[config.mk]
export PLATFORM = sky130hd
export DESIGN_NAME = fix_trailer_gen_flat
export DESIGN_NICKNAME = d
export VERILOG_FILES = /design/src/rtl/fix_trailer_gen_pkg.sv /design/src/rtl/fix_trailer_gen_if.sv /design/src/rtl/fix_trailer_gen_bin2bcd.sv /design/src/rtl/fix_trailer_gen.sv /design/src/flat_wrapper.sv
export SDC_FILE = /design/constraint.sdc
export NUM_CORES = 1
export LEC_CHECK = 0
export ABC_AREA = 1
export BUFFER_PORTS_ARGS = -buffer_cell sky130_fd_sc_hd__buf_2
export CAP_MARGIN = 25
export CORE_ASPECT_RATIO = 1.75
export CORE_UTILIZATION = 55
export CTS_CLUSTER_DIAMETER = 40
export DETAILED_ROUTE_END_ITERATION = 8
export PLACE_DENSITY = 0.81
export SETUP_SLACK_MARGIN = 0.4
export SLEW_MARGIN = 25
export SYNTH_ARGS = -nofsm -noshare
export SYNTH_HDL_FRONTEND = slang
export SYNTH_HIERARCHICAL = 1
export SYNTH_SLANG_ARGS = --single-unit
[constraint.sdc]
create_clock -name clk -period 1.8 [get_ports clk]
set_clock_uncertainty 0.2 [all_clocks]
set_input_delay 0.09 -clock clk [delete_from_list [all_inputs] [get_ports clk]]
set_output_delay 0.09 -clock clk [all_outputs]
set_load 0.02 [all_outputs]
[src/rtl/fix_trailer_gen_pkg.sv]
// Shared FIX trailer definitions: ASCII constants, trailer state encoding,
// and the digit-to-ASCII helper. Also used by the RX checksum checker.
package fix_trailer_gen_pkg;

  localparam logic [7:0] ASCII_0     = 8'h30;
  localparam logic [7:0] ASCII_1     = 8'h31;
  localparam logic [7:0] ASCII_EQ    = 8'h3D;
  localparam logic [7:0] SOH         = 8'h01;
  localparam int         TRAILER_LEN = 7;

  // S_BODY passes the message through; the rest emit "10=DDD<SOH>" in order.
  typedef enum logic [2:0] {
    S_BODY,
    S_T1,
    S_T0,
    S_EQ,
    S_D2,
    S_D1,
    S_D0,
    S_SOH
  } trailer_state_e;

  // A BCD digit becomes its ASCII character by OR-ing in '0'.
  function automatic logic [7:0] digit_to_ascii(input logic [3:0] d);
    return ASCII_0 | {4'h0, d};
  endfunction

endpackage

[src/rtl/fix_trailer_gen_if.sv]
// Byte-stream bundle around the trailer generator: body stream in (s_*),
// body+trailer stream out (m_*). slave = generator side, master = environment.
interface fix_trailer_gen_if;
  logic [7:0] s_data;
  logic       s_valid;
  logic       s_last;
  logic       s_ready;
  logic [7:0] m_data;
  logic       m_valid;
  logic       m_last;
  logic       m_ready;

  modport slave (
    input  s_data, s_valid, s_last, m_ready,
    output s_ready, m_data, m_valid, m_last
  );

  modport master (
    output s_data, s_valid, s_last, m_ready,
    input  s_ready, m_data, m_valid, m_last
  );
endinterface

[src/rtl/fix_trailer_gen_bin2bcd.sv]
// Combinational 8-bit binary to three BCD digits (shift-and-add-3).
module fix_trailer_gen_bin2bcd (
  input  logic [7:0] i_bin,
  output logic [3:0] o_hund,
  output logic [3:0] o_tens,
  output logic [3:0] o_unit
);

  logic [11:0] w_bcd;

  // Adjust any digit >= 5 before each shift so it carries correctly in decimal.
  always_comb begin
    w_bcd = 12'd0;
    for (int i = 7; i >= 0; i--) begin
      if (w_bcd[3:0]  >= 4'd5) w_bcd[3:0]  = w_bcd[3:0]  + 4'd3;
      if (w_bcd[7:4]  >= 4'd5) w_bcd[7:4]  = w_bcd[7:4]  + 4'd3;
      if (w_bcd[11:8] >= 4'd5) w_bcd[11:8] = w_bcd[11:8] + 4'd3;
      w_bcd = {w_bcd[10:0], i_bin[3'(i)]};
    end
  end

  assign o_hund = w_bcd[11:8];
  assign o_tens = w_bcd[7:4];
  assign o_unit = w_bcd[3:0];

endmodule

[src/rtl/fix_trailer_gen.sv]
// TX FIX trailer generator: forwards body bytes through one output register,
// sums them mod 256, and appends "10=DDD<SOH>" after the s_last byte.
module fix_trailer_gen
  import fix_trailer_gen_pkg::*;
#(
  parameter int         DATA_WIDTH = 8,
  parameter logic [7:0] SOH_CHAR   = SOH
) (
  input  logic                clk,
  input  logic                rst_n,
  fix_trailer_gen_if.slave    bus,
  output logic                busy,
  output logic [7:0]          checksum,
  output logic                checksum_valid
);

  trailer_state_e         r_state;
  trailer_state_e         w_state_next;
  logic [DATA_WIDTH-1:0]  r_m_data;
  logic                   r_m_valid;
  logic                   r_m_last;
  logic [7:0]             r_sum;
  logic [7:0]             r_checksum;
  logic                   r_checksum_valid;
  logic                   w_free;
  logic                   w_s_ready;
  logic                   w_accept;
  logic                   w_load;
  logic                   w_load_last;
  logic [DATA_WIDTH-1:0]  w_load_data;
  logic [3:0]             w_hund;
  logic [3:0]             w_tens;
  logic [3:0]             w_unit;

  // Output register can take a new byte when empty or being drained this cycle.
  assign w_free = !r_m_valid || bus.m_ready;

  // Digits come from the registered checksum, stable for the whole trailer.
  fix_trailer_gen_bin2bcd u_bin2bcd (
    .i_bin  (r_checksum),
    .o_hund (w_hund),
    .o_tens (w_tens),
    .o_unit (w_unit)
  );

  // State register; reset mid-trailer drops the rest of the trailer.
  always_ff @(posedge clk or negedge rst_n) begin
    if (!rst_n) r_state <= S_BODY;
    else        r_state <= w_state_next;
  end

  // Next state: body until s_last is taken, then one trailer state per loaded beat.
  always_comb begin
    w_state_next = r_state;
    case (r_state)
      S_BODY:  if (w_accept && bus.s_last) w_state_next = S_T1;
      S_SOH:   if (w_free) w_state_next = S_BODY;
      default: if (w_free) w_state_next = trailer_state_e'(r_state + 3'd1);
    endcase
  end

  // Output decode: what the output register loads this cycle and handshake.
  always_comb begin
    w_s_ready   = 1'b0;
    w_accept    = 1'b0;
    w_load      = w_free;
    w_load_data = '0;
    w_load_last = 1'b0;
    busy        = 1'b1;
    case (r_state)
      S_BODY: begin
        busy        = 1'b0;
        w_s_ready   = w_free && rst_n;
        w_accept    = bus.s_valid && w_s_ready;
        w_load      = w_accept;
        w_load_data = bus.s_data;
      end
      S_T1:  w_load_data = ASCII_1;
      S_T0:  w_load_data = ASCII_0;
      S_EQ:  w_load_data = ASCII_EQ;
      S_D2:  w_load_data = digit_to_ascii(w_hund);
      S_D1:  w_load_data = digit_to_ascii(w_tens);
      S_D0:  w_load_data = digit_to_ascii(w_unit);
      default: begin
        w_load_data = SOH_CHAR;
        w_load_last = 1'b1;
      end
    endcase
  end

  // Output stage: load when decoded, drop valid once drained, hold while stalled.
  always_ff @(posedge clk or negedge rst_n) begin
    if (!rst_n) begin
      r_m_data  <= '0;
      r_m_valid <= 1'b0;
      r_m_last  <= 1'b0;
    end else if (w_load) begin
      r_m_data  <= w_load_data;
      r_m_valid <= 1'b1;
      r_m_last  <= w_load_last;
    end else if (bus.m_ready) begin
      r_m_valid <= 1'b0;
      r_m_last  <= 1'b0;
    end
  end

  // Running sum; the s_last byte closes the body and publishes the checksum.
  always_ff @(posedge clk or negedge rst_n) begin
    if (!rst_n) begin
      r_sum            <= 8'd0;
      r_checksum       <= 8'd0;
      r_checksum_valid <= 1'b0;
    end else begin
      r_checksum_valid <= 1'b0;
      if (w_accept) begin
        if (bus.s_last) begin
          r_checksum       <= r_sum + bus.s_data;
          r_checksum_valid <= 1'b1;
          r_sum            <= 8'd0;
        end else begin
          r_sum <= r_sum + bus.s_data;
        end
      end
    end
  end

  assign bus.s_ready    = w_s_ready;
  assign bus.m_data     = r_m_data;
  assign bus.m_valid    = r_m_valid;
  assign bus.m_last     = r_m_last;
  assign checksum       = r_checksum;
  assign checksum_valid = r_checksum_valid;

endmodule

[src/flat_wrapper.sv]
// flat-port wrapper written by rule: the top's interface ports become plain ports
module fix_trailer_gen_flat import fix_trailer_gen_pkg::*;
#(
  parameter int         DATA_WIDTH = 8,
  parameter logic [7:0] SOH_CHAR   = SOH
)
  (clk, rst_n, busy, checksum, checksum_valid, bus_s_data, bus_s_valid, bus_s_last, bus_m_ready, bus_s_ready, bus_m_data, bus_m_valid, bus_m_last);
  fix_trailer_gen_if bus_i ();
  input  logic clk;
  input  logic rst_n;
  output logic busy;
  output logic [7:0] checksum;
  output logic checksum_valid;
  input wire logic [$bits(bus_i.s_data)-1:0] bus_s_data;
  input wire logic [$bits(bus_i.s_valid)-1:0] bus_s_valid;
  input wire logic [$bits(bus_i.s_last)-1:0] bus_s_last;
  input wire logic [$bits(bus_i.m_ready)-1:0] bus_m_ready;
  output wire logic [$bits(bus_i.s_ready)-1:0] bus_s_ready;
  output wire logic [$bits(bus_i.m_data)-1:0] bus_m_data;
  output wire logic [$bits(bus_i.m_valid)-1:0] bus_m_valid;
  output wire logic [$bits(bus_i.m_last)-1:0] bus_m_last;
  assign bus_i.s_data = bus_s_data;
  assign bus_i.s_valid = bus_s_valid;
  assign bus_i.s_last = bus_s_last;
  assign bus_i.m_ready = bus_m_ready;
  assign bus_s_ready = bus_i.s_ready;
  assign bus_m_data = bus_i.m_data;
  assign bus_m_valid = bus_i.m_valid;
  assign bus_m_last = bus_i.m_last;
  fix_trailer_gen #(.DATA_WIDTH(DATA_WIDTH), .SOH_CHAR(SOH_CHAR)) u_core (.clk(clk), .rst_n(rst_n), .bus(bus_i), .busy(busy), .checksum(checksum), .checksum_valid(checksum_valid));
endmodule
# --- Yosys cells after proc, flatten, opt, wreduce, memory -nomap -nowiden ---
# Cells that the tools add are included.
op_classes:
  add_sub_neg: 2
  eq_ne: 9
  muxes: 16
  reduce_logical: 12
op_table:
  columns: ["operator", "n"]
  rows:
  - ["$pmux W8 S6", 1]
  - ["$eq A3 B3 Y1 const B", 4]
  - ["$mux W1", 10]
  - ["$mux W3", 3]
  - ["$add A8 B8 Y8", 1]
  - ["$mux W8", 1]
  - ["$reduce_or A7 Y1", 1]
  - ["$eq A3 B2 Y1 const B", 2]
  - ["$pmux W3 S2", 1]
  - ["$ne A2 B1 Y1 const B", 2]
  - ["$reduce_bool A2 Y1", 2]
  - ["$add A3 B1 Y3 const B", 1]
  - ["$eq A3 B1 Y1 const B", 1]
  - ["$logic_and A1 B1 Y1", 3]
  - ["$logic_not A3 Y1", 1]
  - ["$reduce_and A3 Y1", 1]
  - ["$reduce_and A2 Y1", 1]
  - ["$reduce_or A2 Y1", 1]
  - ["$logic_not A1 Y1", 1]
  - ["$logic_or A1 B1 Y1", 1]
word_totals:
  regBits: 30
  inputBits: 13
  output_inout_bits: 21
  wordCells: 46

# --- Longest topological paths before layout ---
# Gate-level depths: netlist (run 1).
depth:
  depth_word: 8
  ltp_mapped: 10
  mapped_depth_nobuf: 10

# --- Modules after synthesis ---
# The synthesis (run 1) kept the hierarchy.
modules_own_cells:
  columns: ["mod", "instances", "cells_per_inst", "area_each_um2"]
  rows:
  - ["fix_trailer_gen", 1, 226, 1798.0]
  - ["fix_trailer_gen_bin2bcd", 1, 13, 93.8]

# --- Worst setup path before layout (run 1) ---
# No wires, ideal clock.
synth_timing:
  path_kind: "register to register"
  from: "reg u_core.r_state[0]"
  to: "reg u_core.r_sum[2]"
  arrival_time_ns: 1.428
  required_time_ns: 1.526
  setup_slack_ns: 0.098
  stages_incl_launch_ff: 9
  n_path_buf: 0
  synth_period_minus_slack_ns: 1.702
  path_cell_list: "dfrtp_1 > inv_1 > ha_1 > nand2_4 > nor2_4 > nand2_4 > nor2_8 > inv_2 > o21ai_2"
synth_via:
  elab_chain_len: 2
synth_lines:
  columns: ["element", "line", "rtl"]
  rows:
  - ["from (decl)", "fix_trailer_gen.sv:17", "trailer_state_e r_state;"]
  - ["from (signal assigned)", "fix_trailer_gen.sv:49", "else r_state <= w_state_next;"]
  - ["$logic_not A3 Y1", "fix_trailer_gen.sv:70", "case (r_state)"]
  - ["$mux W1", "fix_trailer_gen.sv:70", null]
  - ["to (signal assigned)", "fix_trailer_gen.sv:121", "r_sum <= r_sum + bus.s_data;"]
  - ["to (decl)", "fix_trailer_gen.sv:22", "logic [7:0] r_sum;"]
# No other way between the ends.
# A chain may end at the register's enable or synchronous reset.

# --- Worst setup path after layout (run 1) ---
layout_timing:
  from: "reg u_core.r_state[0]"
  to: "reg u_core.r_m_data[0] (netlist: u_core/bus.m_data[0])"
layout_via:
  elab_chain_len: 3
  elab_cells_between_ends: 10
layout_lines:
  columns: ["element", "line", "rtl"]
  rows:
  - ["$eq A3 B3 Y1", "fix_trailer_gen.sv:70", null]
  - ["$reduce_or A2 Y1 (no source line)", null, null]
  - ["$pmux W8 S6", "fix_trailer_gen.sv:70", null]
  - ["to (signal assigned)", "fix_trailer_gen.sv:98", "r_m_data <= w_load_data;"]
  - ["to (decl)", "fix_trailer_gen.sv:19", "logic [DATA_WIDTH-1:0] r_m_data;"]
# Parallel ways exist; a longest one is shown, timed or not.

==> results of run 1 <==
area by class of cell:
type	count	share of cell area, %
well taps	43	1.981
clock inverters	3	1.474
inverters	25	3.823
multi-input cells	178	46.29
flip-flops and latches	30	27.64
diodes	1	0.09212
repair buffers	60	16.17
clock buffers	5	2.533
kinds of logic (layout without fill, tap and decap cells):
logic type / count (synthesis) / after routing / synth area share [%]
other: 1 / 9 / 0.1982
XOR/XNOR: 4 / 4 / 1.852
buffers and inverters: 39 / 93 / 10.91
flip-flops: 30 / 30 / 39.68
AND/OR/NAND/NOR: 130 / 131 / 31.15
adder cells (fa/ha/maj): 13 / 13 / 8.995
AO/OA/AOI/OAI: 22 / 22 / 7.208
power groups by stage:
stage	logic, mW	registers, mW	clock network, mW
2_1_floorplan	1.41	1.35	0
5_1_grt	3.26	1.23	0.719
6_report	3.09	1.21	0.687
3_5_place_dp	2.09	1.16	0
3_3_place_gp	2.03	1.15	0
4_1_cts	2.54	1.16	0.686
worst min-delay path: cells and delay by family:
kind | cells | cell delay, ns
compound gates | 1 | 0.05
buf+inv | 1 | 0.20
simple gates | 1 | 0.13
state kept, by name, summed over array words and instances (netlist names):
register               cells
u_core/bus.m_data          8
u_core/bus.m_last          1
u_core/bus.m_valid         1
u_core/checksum            8
u_core/checksum_valid      1
u_core/r_state             3
u_core/r_sum               8
what timing repair did:
action                                 4_1_cts  5_1_grt
buffers inserted                            12        3
endpoints found under the hold margin       38        0
gates resized for setup                     34       33
hold buffers                                 8        0
gates cloned                                 1        0
pin swaps                                   14       17
setup endpoints to repair                   32       32
layer usage:
metal  wire length, µm  global-route usage [%]
met5                 0                       0
met4               372                   25.29
met3               421                   8.597
met2              3667                   63.19
met1              2258                   38.39
path summary, 6_finish.rpt:
kind / startpoint / to / cells past startpoint
worst max register to register: u_core/r_state[0] / u_core/bus.m_data[0] / 10
min in group asynchronous: rst_n / u_core/r_sum[6] / 2
worst min-delay path: bus_s_last / u_core/checksum[2] / 3
worst min register to register: u_core/checksum[7] / u_core/checksum[7] / 2
worst max-delay path: u_core/r_state[0] / u_core/bus.m_data[0] / 10
max in group asynchronous: rst_n / u_core/checksum[1] / 3
placed cells by master, fill, tap and decap left out, types with 3 or more instances in the layout:
cell and instances:
nor2_4 4, o21ai_2 10, dlygate4sd3_1 8, nand2_8 4, nand2_1 67, o21ai_0 3, ha_4 5, inv_1 18
clkbuf_8 5, buf_6 9, o21ai_1 4, inv_2 5, nand2_2 22, ha_1 5, buf_2 31, nand3_2 7
nor2_1 6, conb_1 8, nand2_4 5, dfrtp_1 30, nand3_1 9, buf_4 11, a21oi_1 3
==> metrics.txt, run 1 <==
status finished with violations; failing checks negative setup slack; Die Wd 46.34 µm; placer congestion estimate 0.8346; Yosys warnings 6; filler instances 173; Clk network pwr share 13.8%; register area share after synthesis 39.68%; Max stage delay on crit path 0.47 ns; post-layout util 84.64%; layout cells sized above 1 44.52%; dpl ws 0.09182 ns; most frequent cells after synthesis 92 x nand2_1, 30 x dfrtp_1, 21 x inv_1; r2r setup slk -0.09 ns; final hold slack 0.03026 ns; Yosys reg bits 30; vias in the first global route 1,988; clk slew on worst S/H paths 0.07 ns; total wire length 6.719 mm; startpoint types register; Slew Viols, Final 0; Synth cell types 24; register area 750.7 µm²; global-route wire length before repair 9.577 mm; CP most frequent cell nand2_1; FFs w/ async S/R, synth 100.0%; Final period util 104.7%; Hold Path Class in -> reg; unrepaired setup endpoints after global routing yes; critical path endpoint category register; critical path arrival 1.86 ns; minimum clock period 1.885 ns; max-cap violation count 0; number of synthesized flops with an enable pin 0; worst path cell trace inv_2 -> ha_4 -> nand2_8 -> inv_1 -> nand2_1 -> nand2_1 -> nor2_1 -> nand3_1 -> nand2_1 -> nand2_2; clk_lat worst skew 0.29 ns; initial antenna violation count 1; Cells after Synth 239; CP bufs+invs 2; multi-input combinational cell area 1257 µm²; nets 326; worst vdd ir 1.250 mV; drt wl/cell 19.48 µm; Core Box Area 3209 µm²; Main synth FF type dfrtp_1; slowest cell on the critical path dfrtp_1; hpwl dp 3.195 mm; Net Switching 2.392 mW; Synth Cell Area 1892 µm²; IO Pins 34; Tot Pwr 4.983 mW; clk buf depth 2; Yosys top cell area share 39.68%; setup TNS -0.7116 ns; leakage power 1.433 nW; post-synth top area cell dfrtp_1; initial core utilization 58.95%; critical path type reg -> reg; worst setup margin -0.08515 ns; via-per-instance ratio 5.716; routed vias 1,972; DIE HEIGHT 79.59 µm; largest net degree at the start of global routing 24; sequential share of power 24.2%; initial DRC count 99; sw frac 48.01%; Logic pwr share 62.0%; Critical Path RT 1.77 ns; Pwr Density 1834 nW/µm²; Synth area leaders dfrtp_1 40%, nand2_1 18%, ha_1 7.9%, buf_4 4.8%, nand3_1 4.2%; GRT overflow 0; antenna-violating nets left 0; count leader, synth nand2_1; internal power 2.591 mW; non-filler cells, final 345; clock buffer count from CTS 5; cell area after layout 2716 µm²; Sink Count 30; # rows 27; Total GRT Usage 37.56%; Final Setup Violations 21; Port Buffers 33; Worst path top cell family by delay simple AND/OR/NAND/NOR gates; TritonCTS clock tree built; placed cells 312; critical-path maximum fanout 6; Pre-antenna DRT Iters 4; die area 3688 µm²; root buf cell clkbuf_8; DRC 0; Hold Vio Cnt, Final 0; Mapped Avg Cell Area 7.916 µm²; H-tree depth 2; Cell Area, Placed 2127 µm²; Layout area overhead 43.58%; maximum clock rate 0.5305 GHz
(Power assumes the default switching activity.)
==> inputs of run 2 (changes only) <==
--- a/config.mk
+++ b/config.mk
@@ -9,6 +9,7 @@
 export BUFFER_PORTS_ARGS = -buffer_cell sky130_fd_sc_hd__buf_2
 export CAP_MARGIN = 25
 export CORE_ASPECT_RATIO = 1.75
+export CORE_MARGIN = 2
 export CORE_UTILIZATION = 55
 export CTS_CLUSTER_DIAMETER = 40
 export DETAILED_ROUTE_END_ITERATION = 8
==> metrics.txt, run 2 (same netlist as run 1, synthesis figures left out) <==
status finished with violations; failing checks negative hold slack, negative setup slack; Core Box Area 3328 µm²; critical-path maximum fanout 2; initial antenna violation count 0; DRC 0; initial core utilization 56.84%; Final period util 101.7%; startpoint types register; Hold Path Class in -> reg; Sink Count 30; critical path type reg -> reg; final hold slack -0.06099 ns; CP Launch Point u_core/r_sum[0]; Cell Area, Placed 2122 µm²; maximum clock rate 0.5465 GHz; Pre-antenna DRT Iters 5; critical path endpoint category register; internal power 2.581 mW; # rows 28; Die Wd 48.34 µm; max-cap violation count 0; leakage power 1.459 nW; clk_lat worst skew 0.28 ns; DIE HEIGHT 81.59 µm; worst vdd ir 1.219 mV; die area 3943 µm²; largest net degree at the start of global routing 28; Slew Viols, Final 0; critical path arrival 1.85 ns; global-route wire length before repair 9.218 mm; setup TNS -0.03638 ns; root buf cell clkbuf_8; Layout area overhead 46.63%; clk slew on worst S/H paths 0.07 ns; Hold Crit Start bus_m_ready; drt wl/cell 18.19 µm; Hold Buf Count CTS 8; Pwr Density 1785 nW/µm²; GRT overflow 0; total wire length 6.368 mm; nets 330; cell area after layout 2774 µm²; H-tree depth 2; TritonCTS clock tree built; Logic pwr share 64.4%; routed vias 1,929; Clk network pwr share 11.4%; clk buf depth 2; Net Switching 2.370 mW; initial DRC count 124; hpwl dp 3.185 mm; antenna diode count 0; Total GRT Usage 31.20%; sw frac 47.87%; R2R Path Start u_core/r_sum[0]; Critical Path RT 1.82 ns; layout cells sized above 1 47.54%; commonest non-fill, non-tap cells in the layout 70 x nand2_1, 31 x buf_2, 30 x dfrtp_1, 16 x nand2_2, 15 x inv_1; sequential share of power 24.3%; unrepaired setup endpoints after global routing yes; antenna-violating nets left 0; via-per-instance ratio 5.511; placer congestion estimate 0.8476; post-layout util 83.35%; worst setup margin -0.02982 ns; clock buffer count from CTS 5; Hold Vio Cnt, Final 2; Port Buffers 33; Final Setup Violations 3; IO Pins 34; minimum clock period 1.830 ns; vias in the first global route 1,974; leading cell type in the layout, fill and taps excluded nand2_1
-- run 2: final cells by class --
| type | instances | area, µm² |
|---|---|---|
| well taps | 45 | 56.30 |
| repair buffers | 64 | 478.0 |
| multi-input cells | 178 | 1285 |
| clock inverters | 1 | 5.005 |
| inverters | 25 | 112.6 |
| fillers | 175 | 554.3 |
| clock buffers | 7 | 86.33 |
| flip-flops and latches | 30 | 750.7 |
-- run 2: metal layers --
layer,up-vias,wire length [µm],global-route usage [%]
met5,-,0,0
met3,35,372,3.636
li1,867,-,-
met2,120,3463,60.00
met1,907,2195,31.66
met4,0,337,20.57
-- run 2: repair_timing --
| action | CTS | global route |
|---|---|---|
| setup endpoints to repair | 32 | 32 |
| gates resized for setup | 45 | 35 |
| hold endpoints to repair | 38 | 2 |
| buffers inserted | 17 | 4 |
| cloned | 1 | 0 |
| pin swaps | 22 | 11 |
-- run 2: worst max-delay path: stages, from the launching register on --
cell      delay [ns]
dfrtp_1         0.39
ha_2            0.21
fa_2            0.35
nand2_1         0.07
nand2_1         0.06
nand3b_1        0.15
nand2_1         0.08
nand2_1         0.09
nand3_1         0.09
nand2_1         0.08
-- run 2: power groups by stage --
stage | registers, mW | clock network (mW) | logic [mW]
floorplan | 1.35 | 0 | 1.41
global placement | 1.14 | 0 | 2.01
detailed placement | 1.16 | 0 | 2.06
CTS | 1.16 | 0.575 | 2.62
global route | 1.23 | 0.601 | 3.40
finish | 1.20 | 0.563 | 3.19
-- run 2: path summary, 6_finish.rpt --
path / end / slack (ns) / cells after the start
worst max-delay path: u_core/r_sum[6] / -0.03 / 9
min in group asynchronous: u_core/r_sum[7] / 0.08 / 2
max in group asynchronous: u_core/r_sum[4] / 0.66 / 3
worst min register to register: u_core/checksum[5] / 0.28 / 2
worst min-delay path: u_core/bus.m_last / -0.06 / 4
worst max register to register: u_core/r_sum[6] / -0.03 / 9
-- run 2: metrics by stage --
step                power [mW]  cells  setup slack (ns)
floorplan                2.759    246            0.1956
global placement         3.153    313           0.09984
detailed placement       3.218    313           0.06268
CTS                      4.349    347           0.06873
global route             5.223    350          -0.08782
finish                   4.951    350          -0.02982
==> inputs of run 3 (changes only) <==
--- a/config.mk
+++ b/config.mk
@@ -5,15 +5,14 @@
 export SDC_FILE = /design/constraint.sdc
 export NUM_CORES = 1
 export LEC_CHECK = 0
-export ABC_AREA = 1
-export BUFFER_PORTS_ARGS = -buffer_cell sky130_fd_sc_hd__buf_2
 export CAP_MARGIN = 25
 export CORE_ASPECT_RATIO = 1.75
 export CORE_MARGIN = 2
-export CORE_UTILIZATION = 55
+export CORE_UTILIZATION = 60
 export CTS_CLUSTER_DIAMETER = 40
 export DETAILED_ROUTE_END_ITERATION = 8
-export PLACE_DENSITY = 0.81
+export DONT_BUFFER_PORTS = 1
+export PLACE_DENSITY = 0.78
 export SETUP_SLACK_MARGIN = 0.4
 export SLEW_MARGIN = 25
 export SYNTH_ARGS = -nofsm -noshare
==> metrics.txt, run 3 <==
status stopped before the end; Exit stage 5_1_grt; First Err [ERROR DPL-0038] Utilization greater than 100%, impossible to legalize; # rows 26; adder-cell share of the synthesized area 9.491%; Mapped Avg Cell Area 9.961 µm²; number of synthesized flops with an enable pin 0; Main synth FF type dfrtp_1; worst_ep kind register data pin; Sink Count 30; Worst EP post-GRT repair u_core/r_sum[6]$_DFFE_PN0P_/D; DIE HEIGHT 76.32 µm; Yosys reg bits 30; multiplexer share of the synthesized area 2.442%; Port Buffers 0; Synth Area in XOR/XNOR 2.442%; simple-gate share of the synthesized area 14.10%; clk buf depth 2; Cells after Synth 180; complex-gate fraction of the synthesized area 22.33%; Yosys top cell area share 41.87%; Die Wd 45.32 µm; clock buffer count from CTS 5; Synth cell types 51; placer congestion estimate 0.9673; Yosys warnings 6; Synth area leaders dfrtp_1 42%, ha_1 8.4%, buf_4 5.0%, o21ai_0 4.5%, nand2_1 3.8%; most frequent cells after synthesis 30 x dfrtp_1, 18 x nand2_1, 16 x o21ai_0; H-tree depth 2; register area share after synthesis 41.87%; count leader, synth dfrtp_1; dpl ws -0.2380 ns; largest net degree at the start of global routing 31; main combinational cell family by area after synthesis compound AO/OA/AOI/OAI gates; post-synth top area cell dfrtp_1; initial core utilization 61.93%; root buf cell clkbuf_8; hpwl dp 3.275 mm; FFs w/ async S/R, synth 100.0%; Synth Cell Area 1793 µm²; IO Pins 34
[run 3: cell families after synthesis]
group,after synthesis
AO/OA/AOI/OAI,58
XOR/XNOR,5
adder cells (fa/ha/maj),13
buffers and inverters,22
flip-flops,30
multiplexers,4
other,1
AND/OR/NAND/NOR,47
[run 3: through the flow]
| stage | util, % | hold WS [ns] | std cells | area (µm²) | TNS [ns] |
|---|---|---|---|---|---|
| 3_5_place_dp | 71.09 | -0.4049 | 227 | 2058 | -1.555 |
| 4_1_cts | 92.70 | -0.3251 | 262 | 2684 | -1.539 |
| 2_1_floorplan | - | -0.4056 | 187 | 1938 | -0.5274 |
| 3_3_place_gp | 71.09 | -0.4049 | 227 | 2058 | -0.9808 |
[run 3: timing repair]
action                     4_1_cts
hold endpoints to repair        50
buffers inserted                15
resized for setup               57
cloned                           2
hold buffers                    10
setup endpoints to repair       32
pin swaps                       19
==> inputs of run 4 (changes only) <==
--- a/config.mk
+++ b/config.mk
@@ -6,14 +6,11 @@
 export NUM_CORES = 1
 export LEC_CHECK = 0
 export CAP_MARGIN = 25
-export CORE_ASPECT_RATIO = 1.75
 export CORE_MARGIN = 2
-export CORE_UTILIZATION = 60
-export CTS_CLUSTER_DIAMETER = 40
+export CORE_UTILIZATION = 40
 export DETAILED_ROUTE_END_ITERATION = 8
 export DONT_BUFFER_PORTS = 1
-export PLACE_DENSITY = 0.78
-export SETUP_SLACK_MARGIN = 0.4
+export PLACE_DENSITY_LB_ADDON = 0.15
 export SLEW_MARGIN = 25
 export SYNTH_ARGS = -nofsm -noshare
 export SYNTH_HDL_FRONTEND = slang
==> metrics.txt, run 4 <==
number of synthesized flops with an enable pin 0; Core Box Area 4324 µm²; Max stage delay on crit path 0.42 ns; Worst Tran Pin Value 0.5799 ns; initial core utilization 41.46%; Slew Viols, Final 0; minimum clock period 2.083 ns; unrepaired setup endpoints after global routing yes; Slew headroom 61.34%; clk_lat worst skew 0.28 ns; Port Buffers 0; filler instances 335; max-cap violation count 0; startpoint types register; largest net degree at the start of global routing 31; worst path cell trace ha_4 -> o211ai_1 -> o21ai_2 -> mux2i_2 -> nor3_1 -> or3b_1; critical path endpoint category register; setup TNS -2.268 ns; antenna-violating nets left 0; commonest non-fill, non-tap cells in the layout 36 x buf_4, 30 x dfrtp_1, 13 x buf_6, 11 x dlygate4sd3_1; drt wl/cell 18.57 µm; vias in the first global route 1,655; register area share after synthesis 41.87%; total wire length 5.477 mm; global-route wire length before repair 8.273 mm; H-tree depth 2; count leader, synth dfrtp_1; Tot Pwr 4.992 mW; Hold Vio Cnt, Final 12; non-filler cells, final 295; critical-path maximum fanout 4; Main synth FF type dfrtp_1; Total GRT Usage 21.34%; Yosys top cell area share 41.87%; nets 268; leading cell type in the layout, fill and taps excluded buf_4; clk slew on worst S/H paths 0.07 ns; worst vdd ir 0.9188 mV; maximum clock rate 0.4801 GHz; Layout area overhead 59.87%; TritonCTS clock tree built; Cell Area, Placed 2133 µm²; critical path arrival 2.04 ns; layout cells sized above 1 50.21%; DIE HEIGHT 70.95 µm; leakage power 1.258 nW; Cells after Synth 180; Critical Path RT 1.76 ns; most frequent cells after synthesis 30 x dfrtp_1, 18 x nand2_1, 16 x o21ai_0; failing checks negative hold slack, negative setup slack; hpwl dp 3.466 mm; clock buffer count from CTS 5; initial DRC count 60; Pwr Density 1741 nW/µm²; Mapped Avg Cell Area 9.961 µm²; cell area after layout 2867 µm²; placer congestion estimate 0.8309; Hold Path Class in -> reg; Sink Count 30; die area 5034 µm²; Yosys reg bits 30; IO Pins 34; clk buf depth 2; Synth Cell Area 1793 µm²; worst setup margin -0.2831 ns; post-synth top area cell dfrtp_1; # rows 24; Yosys warnings 6; placed cells 263; Die Wd 70.95 µm; status finished with violations; via-per-instance ratio 5.410; Pre-antenna DRT Iters 4; Final period util 115.7%; Hold Buf Count CTS 12; DRC 0; GRT overflow 0; Synth cell types 51; Synth area leaders dfrtp_1 42%, ha_1 8.4%, buf_4 5.0%, o21ai_0 4.5%, nand2_1 3.8%; antenna diode count 0; slowest cell on the critical path dfrtp_1; initial antenna violation count 0; critical path type reg -> reg; routed vias 1,596; root buf cell clkbuf_8; Final Setup Violations 21; final hold slack -0.3186 ns; FFs w/ async S/R, synth 100.0%
## run 4: cell counts after synthesis
Identical to the previous run, type by type.
## run 4: layer usage
layer	vias up	share of wire (%)	track usage (%)
li1	768	-	-
met1	775	42	25.16
met2	45	52	37.38
met3	8	4.7	5.983
met4	0	1.1	7.128
met5	-	0	0
## run 4: report_power, final
| part | internal (mW) | leakage, nW | switching (mW) |
|---|---|---|---|
| clock | 0.386 | 0.0575 | 0.274 |
| combinational | 1.58 | 0.823 | 1.41 |
| sequential | 0.938 | 0.378 | 0.398 |
## run 4: cell families after synthesis
logic type      after synthesis  synth area share, %
simple gates                 47                14.10
compound gates               58                22.33
mux                           4                2.442
flops                        30                41.87
fa+ha+maj                    13                9.490
xor+xnor                      5                2.443
buf+inv                      22                7.117
other cells                   1               0.2092
## run 4: through the flow
stage | hold slack (ns) | util, % | worst slack, ns
final | -0.3186 | 66.29 | -0.2831
after global routing | -0.3263 | 66.29 | -0.3353
after CTS | -0.3072 | 60.30 | -0.2305
after detailed placement | -0.4045 | 49.33 | -0.2564
after global placement | -0.4045 | 49.33 | -0.2173
after floorplan | -0.4056 | - | -0.1631
## run 4: final timing paths
path | startpoint | to | slack, ns | cells past startpoint
setup / recovery | u_core/r_sum[4] | u_core/r_sum[7] | -0.28 | 6
hold / removal | bus_s_last | u_core/r_sum[5] | -0.32 | 1
setup reg to reg | u_core/r_sum[4] | u_core/r_sum[7] | -0.28 | 6
hold reg to reg | u_core/r_sum[5] | u_core/r_sum[5] | 0.33 | 2
max in group asynchronous | rst_n | u_core/bus.m_data[6] | 1.18 | 2
min in group asynchronous | rst_n | u_core/checksum[0] | 0.04 | 2
## run 4: worst max-delay path, delay by kind of cell (launching register included)
family / cells / cell delay [ns]
flip-flops: 1 / 0.42
AO/OA/AOI/OAI: 2 / 0.27
AND/OR/NAND/NOR: 2 / 0.45
multiplexers: 1 / 0.32
adder cells (fa/ha/maj): 1 / 0.29
## run 4: area by class of cell
type	instances	area (µm²)	share of cell area (%)
Multi-Input combinational cell	135	1309	45.66
Sequential cell	30	750.7	26.19
Timing Repair Buffer	64	606.8	21.17
Clock buffer	8	110.1	3.841
Tap cell	52	65.06	2.270
Inverter	6	25.02	0.8730
## run 4: repair_timing
| item | 4_1_cts | 5_1_grt |
|---|---|---|
| setup buffers | 7 | 6 |
| cloned | 0 | 1 |
| resized for setup | 41 | 47 |
| pin swaps | 15 | 21 |
| hold endpoints to repair | 50 | 11 |
| endpoints found under the setup margin | 24 | 30 |
